**src/rtl/score_digit_scanner.sv**
```systemverilog
// Score-to-BCD converter and four-digit display scanner for the Snake game.
// Optional build macro: LEADING_ZERO_BLANK_EN blanks leading zeros in score mode.
module score_digit_scanner #(
    parameter int REFRESH_DIV = 100000,
    parameter int CNT_W       = 17
) (
    input  logic        i_Clk,
    input  logic        i_Reset,
    input  logic [13:0] i_Score,
    input  logic [1:0]  i_Mode,
    output logic [7:0]  o_Digit,
    output logic [3:0]  o_Anode,
    output logic        o_Busy
);

    typedef enum logic [1:0] {
        IDLE,
        SHIFT,
        DONE
    } state_t;

    localparam logic [CNT_W-1:0] DIV_LAST = CNT_W'(REFRESH_DIV - 1);
    localparam logic [13:0]      MAX_SCORE = 14'd9999;

    state_t      state_q, state_d;
    logic [CNT_W-1:0] cnt_q;
    logic [1:0]  idx_q;
    logic [13:0] lat_q, lat_d;
    logic [15:0] disp_q, disp_d;
    logic [15:0] bcd_q, bcd_d;
    logic [13:0] bin_q, bin_d;
    logic [3:0]  iter_q, iter_d;
    logic [7:0]  digit_q;
    logic [3:0]  anode_q;

    logic        tick;
    logic        score_ok;
    logic [1:0]  idx_nxt;
    logic [3:0]  nib;
    logic [7:0]  digit_nxt;
    logic [3:0]  anode_nxt;
    logic [15:0] bcd_adj;

    assign tick     = (cnt_q == DIV_LAST);
    assign score_ok = (i_Score <= MAX_SCORE);
    assign idx_nxt  = idx_q + 2'd1;

    // Refresh prescaler: one tick every REFRESH_DIV cycles
    always_ff @(posedge i_Clk or posedge i_Reset) begin
        if (i_Reset) begin
            cnt_q <= '0;
        end else if (tick) begin
            cnt_q <= '0;
        end else begin
            cnt_q <= cnt_q + CNT_W'(1);
        end
    end

    // Select the numeral nibble for the slot about to be shown
    always_comb begin
        nib = disp_q[3:0];
        unique case (idx_nxt)
            2'd0: nib = disp_q[3:0];
            2'd1: nib = disp_q[7:4];
            2'd2: nib = disp_q[11:8];
            2'd3: nib = disp_q[15:12];
            default: nib = disp_q[3:0];
        endcase
    end

    // Digit code and anode pattern for the next slot
    always_comb begin
        digit_nxt = 8'hFF;
        anode_nxt = ~(4'b0001 << idx_nxt);
        unique case (i_Mode)
            2'b00: begin
                if (!score_ok) begin
                    digit_nxt = 8'hFE;
                end else begin
                    digit_nxt = {4'h0, nib};
`ifdef LEADING_ZERO_BLANK_EN
                    if ((idx_nxt == 2'd3 && disp_q[15:12] == 4'h0) ||
                        (idx_nxt == 2'd2 && disp_q[15:8] == 8'h00) ||
                        (idx_nxt == 2'd1 && disp_q[15:4] == 12'h000)) begin
                        digit_nxt = 8'hFF;
                    end
`else
                    digit_nxt = {4'h0, nib};
`endif
                end
            end
            2'b01: begin
                unique case (idx_nxt)
                    2'd3: digit_nxt = 8'h11;
                    2'd2: digit_nxt = 8'h00;
                    2'd1: digit_nxt = 8'h0A;
                    2'd0: digit_nxt = 8'h0E;
                    default: digit_nxt = 8'hFF;
                endcase
            end
            2'b10: digit_nxt = 8'hFF;
            2'b11: digit_nxt = 8'hFE;
            default: digit_nxt = 8'hFF;
        endcase
    end

    // Scan registers: slot index, anode and digit all update on the tick
    always_ff @(posedge i_Clk or posedge i_Reset) begin
        if (i_Reset) begin
            idx_q   <= 2'd0;
            anode_q <= 4'b1111;
            digit_q <= 8'hFF;
        end else if (tick) begin
            idx_q   <= idx_nxt;
            anode_q <= anode_nxt;
            digit_q <= digit_nxt;
        end
    end

    // Double-dabble correction: add 3 to every nibble of 5 or more
    always_comb begin
        bcd_adj = bcd_q;
        for (int i = 0; i < 4; i++) begin
            if (bcd_q[i*4 +: 4] >= 4'd5) begin
                bcd_adj[i*4 +: 4] = bcd_q[i*4 +: 4] + 4'd3;
            end
        end
    end

    // Converter next state: latch a new score, shift 14 times, publish
    always_comb begin
        state_d = state_q;
        lat_d   = lat_q;
        disp_d  = disp_q;
        bcd_d   = bcd_q;
        bin_d   = bin_q;
        iter_d  = iter_q;
        unique case (state_q)
            IDLE: begin
                if (score_ok && i_Score != lat_q) begin
                    lat_d   = i_Score;
                    bcd_d   = '0;
                    bin_d   = i_Score;
                    iter_d  = '0;
                    state_d = SHIFT;
                end
            end
            SHIFT: begin
                {bcd_d, bin_d} = {bcd_adj, bin_q} << 1;
                iter_d = iter_q + 4'd1;
                if (iter_q == 4'd13) begin
                    state_d = DONE;
                end
            end
            DONE: begin
                disp_d  = bcd_q;
                state_d = IDLE;
            end
            default: state_d = IDLE;
        endcase
    end

    // Converter state registers
    always_ff @(posedge i_Clk or posedge i_Reset) begin
        if (i_Reset) begin
            state_q <= IDLE;
            lat_q   <= '0;
            disp_q  <= '0;
            bcd_q   <= '0;
            bin_q   <= '0;
            iter_q  <= '0;
        end else begin
            state_q <= state_d;
            lat_q   <= lat_d;
            disp_q  <= disp_d;
            bcd_q   <= bcd_d;
            bin_q   <= bin_d;
            iter_q  <= iter_d;
        end
    end

    assign o_Busy  = (state_q != IDLE);
    assign o_Digit = digit_q;
    assign o_Anode = anode_q;

endmodule

```
**config.mk**
```make
export PLATFORM = sky130hd
export DESIGN_NAME = score_digit_scanner
export DESIGN_NICKNAME = d
export VERILOG_FILES = /design/src/rtl/score_digit_scanner.sv
export SDC_FILE = /design/constraint.sdc
export NUM_CORES = 1
export LEC_CHECK = 0
export BUFFER_PORTS_ARGS = -buffer_cell sky130_fd_sc_hd__buf_2
export CORE_ASPECT_RATIO = 1.5
export CORE_MARGIN = 8
export CORE_UTILIZATION = 63
export CTS_BUF_LIST = sky130_fd_sc_hd__clkbuf_8
export DETAILED_ROUTE_END_ITERATION = 12
export PLACE_DENSITY = 0.88
export SLEW_MARGIN = 20
export SYNTH_ARGS = -nofsm -noshare
export SYNTH_HDL_FRONTEND = slang
export SYNTH_SLANG_ARGS = --single-unit
```
**constraint.sdc**
```tcl
create_clock -name i_Clk -period 3.5 [get_ports i_Clk]
set_input_delay 0.525 -clock i_Clk [delete_from_list [all_inputs] [get_ports i_Clk]]
set_output_delay 0.525 -clock i_Clk [all_outputs]
set_load 0.01 [all_outputs]
```
Word level (Yosys, flattened, before mapping)
Cells that the tools add are included.
{ "totals": {"reg_bits": 97, "output_inout_bits": 13, "wordCells": 64} }
{ "classes": {"add_sub_neg": 7, "n_lt_le_gt_ge": 5, "n_eq_ne": 13, "shifts": 1, "mux": 18, "bitwise": 1, "reduce_logical": 9} }
{ "op_table": {"columns": ["operator", "count"], "rows": [
  ["one-hot mux 8 bit (4 select lines)", 2],
  ["one-hot mux 16 bit (2 select lines)", 1],
  ["one-hot mux 14 bit (2 select lines)", 1],
  ["adder 17 x 1 -> 17 bit, second input constant", 1],
  ["== test 17 bit, second input constant", 1],
  ["2-to-1 mux 17 bit", 1],
  [">= comparator 4 x 3 -> 1 bit, second input constant", 4],
  ["2-to-1 mux 16 bit", 1],
  ["2-to-1 mux 4 bit", 4],
  ["one-hot mux 4 bit (4 select lines)", 1],
  ["less-or-equal comparator 14 bit, second input constant", 1],
  ["2-to-1 mux 14 bit", 1],
  ["inequality test 14 bit", 1],
  ["adder 4 x 2 -> 4 bit, second input constant", 3],
  ["== test 2 bit, second input constant", 5],
  ["2-to-1 mux 8 bit", 1],
  ["one-hot mux 4 bit (2 select lines)", 1],
  ["== test 2 x 1 -> 1 bit, second input constant", 3],
  ["zero test 2 bit", 3],
  ["AND reduction 2 bit", 3],
  ["adder 4 x 1 -> 4 bit, second input constant", 1],
  ["== test 4 bit, second input constant", 1],
  ["2-to-1 mux 2 bit", 2],
  ["inequality test 2 bit, second input constant", 2],
  ["8 further kinds", 9]
]} }

Logic depth before layout (Yosys ltp)
{ "depth": {"ltp_word": 5, "depth_mapped": 7, "mapped_depth_nobuf": 7} }

Least setup slack after synthesis
Ideal clock, no wire load.
{ "synth_timing": {"path_kind": "in2reg", "from": "input i_Score[4]", "to": "register lat_q[0]", "t_arrival_ps": 2147, "required_time_ps": 3372, "slack_ps": 1225, "path_stages": 6, "n_path_buf": 1, "cell_sequence": "nor4_1 -> o21ai_1 -> or2_1 -> nor2_1 -> buf_2 -> mux2_1"} }
{ "synth_between": {"elab_chain_cells": 3} }
{ "synth_lines": {"columns": ["element", "line", "text"], "rows": [
  ["start: declaration", "9", "input logic [13:0] i_Score,"],
  ["less-or-equal comparator 14 bit / inequality test 14 bit (equally long branches)", "45, 140", null],
  ["logical AND 1 bit *", "140", "if (score_ok && i_Score != lat_q) begin"],
  ["AND reduction 2 bit (no source line) *", null, null],
  ["end signal: assignment", "174", "lat_q <= lat_d;"],
  ["end: declaration", "28", "logic [13:0] lat_q, lat_d;"]
]} }
Every way passes the cells marked *; elsewhere a longest branch is shown, timed or not.
A chain may end at the register's enable or synchronous reset.

Worst setup path after layout
{ "layout_timing": {"from": "input i_Score[4]", "to": "register lat_q[13]"} }
The elaborated chain is that of the path after synthesis.

==> qor_table.md <==
| Quantity | Reported | Unit |
|---|---|---|
| Synthesis-stage register bit count | 95 | - |
| Area growth from synthesis to layout | 9.22 | % |
| Fraction of post-synthesis cell area in the top cell type by area | 46.7 | % |
| Final-report hold violation count | 0 | - |
| Number of global-route vias before repair | 3242 | - |
| Die outline area | 0.0103 | mm2 |
| Detailed-routing iteration count for the pre-antenna-repair pass | 5 | - |
| Antenna violations before repair | 0 | - |
| Comb pwr share | 32.3 | % |
| EDFF count, synth | 0 | - |
| Clock network fraction of total power | 20.2 | % |
| Total I/O pin count | 31 | - |
| Final critical-path setup slack | 1.12 | ns |
| Portion of the post-synthesis area used by sequential elements | 52.4 | % |
| Crit path capture type | flop | - |
| Worst reg-to-reg path cell count | 5 | - |
| Switching power as a share of total power | 34.1 | % |
| Fin area | 0.00498 | mm2 |
| Highest Clock Rate | 420 | MHz |
| Htree depth | 3 | - |
| Net switching component of the power | 1.21 | mW |
| Layout cell share with drive strength beyond 1 | 17.1 | % |
| Total inserted antenna cells | 0 | - |
| Resized Gates After CTS | 0 | - |
| Mapped cell area | 0.00456 | mm2 |
| Net count, final | 478 | - |
| Footprint of the flip-flops and latches | 0.00239 | mm2 |
| Via Count | 3212 | - |
| Slew at the pin closest to its max-slew limit | 1.08 | ns |
| GPL Wtd Cong | 0.796 | - |
| Final period utilization | 68.0 | % |
| Syn_area_per_cell | 10.9 | um2 |
| Leftover overflow at the end of global routing | 0 | - |
| Placed cell count | 513 | - |
| Number of buffers added on ports | 30 | - |
| DRC viols | 0 | - |
| Reg-to-reg critical path startpoint | cnt_q[5] | - |
| First-pass GRT wire length | 15.0 | mm |
| Setup repair after global routing missed its margin | no | - |
| Clock tree sinks | 95 | - |
| Top area cells in the synthesized netlist | dfrtp_1 (47%), dfstp_2 (5.8%), xnor2_1 (5.2%) | - |
| Normalized max-slew margin | 28.0 | % |
| Area of the multi-input gates | 0.00204 | mm2 |
| Cell at the root of the clock tree | clkbuf_8 | - |
| Largest net degree at the start of global routing | 62 | - |
| Max cap viols | 0 | - |
| Final setup skew | 0.0121 | ns |
| Total half-perimeter wirelength after legalization and detailed placement | 6.13 | mm |
| Count of buffers added by post-CTS timing repair for setup | 0 | - |
| Largest fanout on the critical path | 46 | - |
| CP Launch Point | i_Score[4] | - |
| Fin util | 69.8 | % |
| Final setup viols | 0 | - |
| Kind of start point of the critical path | input pin | - |
| Worst EP arrival | 2.63 | ns |
| Average vias per placed instance | 6.07 | - |
| Worst slack at placement | 0.763 | ns |
| Combined global-route utilization of all metal layers | 18.4 | % |
| CTS tree | built | - |
| Cell taking the most area after synthesis | dfrtp_1 | - |
| CTS Buf Count | 9 | - |
| Async SR Flop Fraction | 100 | % |
| Fraction of power consumed by sequential logic | 47.6 | % |
| Number of warnings issued by yosys | 0 | - |
| Number of placement rows | 38 | - |
| DR WL/cell | 16.7 | um |
| Run status | finished, final reports clean | - |
| Height of the chip | 120 | um |
| Placed cell area | 0.00477 | mm2 |
| Number of non-filler instances in the completed layout | 529 | - |
| DIE WIDTH | 85.5 | um |
| ANT nets after route | 0 | - |
| DRC marker count from the first detailed-route iteration | 179 | - |
| Distinct cells, synth | 47 | - |
| Peak supply drop | 0.519 | mV |
| Gate count after technology mapping | 417 | - |
| Number of buffers between clock root and the deepest sink | 2 | - |
| Hold bufs inserted after CTS | 0 | - |
| Setup TNS | 0 | ns |
| Final critical-path required period | 2.38 | ns |
| Initial standard-cell utilization of the core | 63.9 | % |
| Final-layout fill cell count | 498 | - |
| Latest clock arrival within the worst-skew pair | 0.37 | ns |
| Leakage | 2.23 | nW |
| Area of the placeable core | 0.00713 | mm2 |
| Clock Pin Slew Worst Setup and Hold Paths | 0.08 | ns |
| Destination of the critical timing path | lat_q[13] | - |
| Capture point of the worst reg-to-reg path | o_Digit[4] | - |
| Worst setup slack for register-to-register paths | 1.14 | ns |
| Most common flop cell mapped by yosys | dfrtp_1 | - |
| Hold Crit Class | in -> async | - |
| Pwr per Cell Area | 714 | mW/mm2 |
| Data required, critical path | 3.75 | ns |
| Path type of the worst setup path | in -> reg | - |
| Syn Nets | 451 | - |
| Internal power | 2.34 | mW |
| Count of final max-slew check failures | 0 | - |
| Aggregate routed wire length | 8.86 | mm |
==> synthesized netlist by cell type, types with 2 or more instances <==
| master | number |
|---|---|
| nand2_1 | 43 |
| xor2_1 | 9 |
| nor3b_1 | 2 |
| a22o_1 | 2 |
| nor2_1 | 24 |
| a221o_1 | 13 |
| a31oi_1 | 5 |
| nor4b_1 | 4 |
| nand2b_1 | 6 |
| o21ai_0 | 8 |
| nand4_1 | 7 |
| a222oi_1 | 4 |
| nor3_1 | 4 |
| mux2_1 | 18 |
| or2_1 | 2 |
| mux2_2 | 6 |
| o22ai_1 | 10 |
| clkbuf_1 | 13 |
| xnor2_1 | 27 |
| buf_4 | 3 |
| and3_1 | 2 |
| dfstp_2 | 10 |
| nand3_1 | 7 |
| nor2b_1 | 2 |
| nor4_1 | 2 |
| o21ai_1 | 16 |
| and2_1 | 14 |
| o21ai_2 | 4 |
| a21oi_1 | 18 |
| dfrtp_1 | 85 |
| inv_1 | 14 |
| ha_1 | 16 |
| a21o_1 | 3 |
==> power groups by stage <==
stage / logic, mW / clock network, mW / registers [mW]
floorplan: 0.916 / 0 / 1.63
detailed placement: 1.14 / 0 / 1.70
global placement: 1.07 / 0 / 1.68
CTS: 1.16 / 0.730 / 1.69
finish: 1.15 / 0.717 / 1.69
global route: 1.29 / 0.772 / 1.73
==> critical path: stages <==
cell and delay [ns]:
buf_2 0.13, nor4_1 0.31, o21ai_1 0.16, or2_1 0.27, nor2_4 0.82, mux2_1 0.40
==> placed cells by master, fill, tap and decap left out, types with 16 or more instances in the layout <==
cell type  count
buf_2         30
mux2_1        18
o21ai_1       16
nand2_1       43
dfrtp_1       85
xnor2_1       27
nor2_1        23
ha_1          16
a21oi_1       18
==> state kept, by name, indices dropped and copies added, names as in the netlist <==
name,cells
iter_q,4
bin_q,14
state_q,2
cnt_q,17
bcd_q,16
lat_q,14
o_Anode,4
disp_q,16
idx_q,2
o_Digit,6
==> kinds of logic (layout without fill, tap and decap cells) <==
group	after synthesis	in the layout	share of synthesized area (%)
AO/OA/AOI/OAI	86	86	12.6
flip-flops	95	95	52.4
multiplexers	24	24	5.93
XOR/XNOR	36	36	6.92
buffers and inverters	32	64	3.07
AND/OR/NAND/NOR	128	128	14.7
adder cells (fa/ha/maj)	16	16	4.39
==> layer usage <==
metal,GRT usage (%),share of wire (%)
met1,21.5,42
met2,30.5,51
met3,4.89,4.2
met4,8.92,3.0
met5,0,0
==> area by class of cell <==
type | count | share of cell area [%]
Multi-Input combinational cell | 290 | 40.9
Inverter | 14 | 1.11
Tap cell | 80 | 2.01
Timing Repair Buffer | 34 | 3.87
Sequential cell | 95 | 48.0
Clock inverter | 2 | 0.251
Clock buffer | 14 | 3.87
==> how the worst min path moves through the flow <==
stage	slack, ns	start	endpoint
2_1_floorplan	0.45	cnt_q[0]	cnt_q[0]
3_3_place_gp	0.45	o_Digit[2]	o_Digit[2]
3_5_place_dp	0.46	o_Digit[0]	o_Digit[0]
4_1_cts	0.40	i_Reset	iter_q[3]
5_1_grt	0.35	i_Reset	bin_q[8]
6_report	0.30	i_Reset	bin_q[9]
==> per-stage QoR <==
| step | hold slack (ns) | total power, mW |
|---|---|---|
| finish | 0.296 | 3.55 |
| floorplan | 0.445 | 2.54 |
| detailed placement | 0.460 | 2.85 |
| global route | 0.351 | 3.79 |
| CTS | 0.402 | 3.57 |
| global placement | 0.449 | 2.75 |
Note: power is estimated with default switching activity, not from simulation.
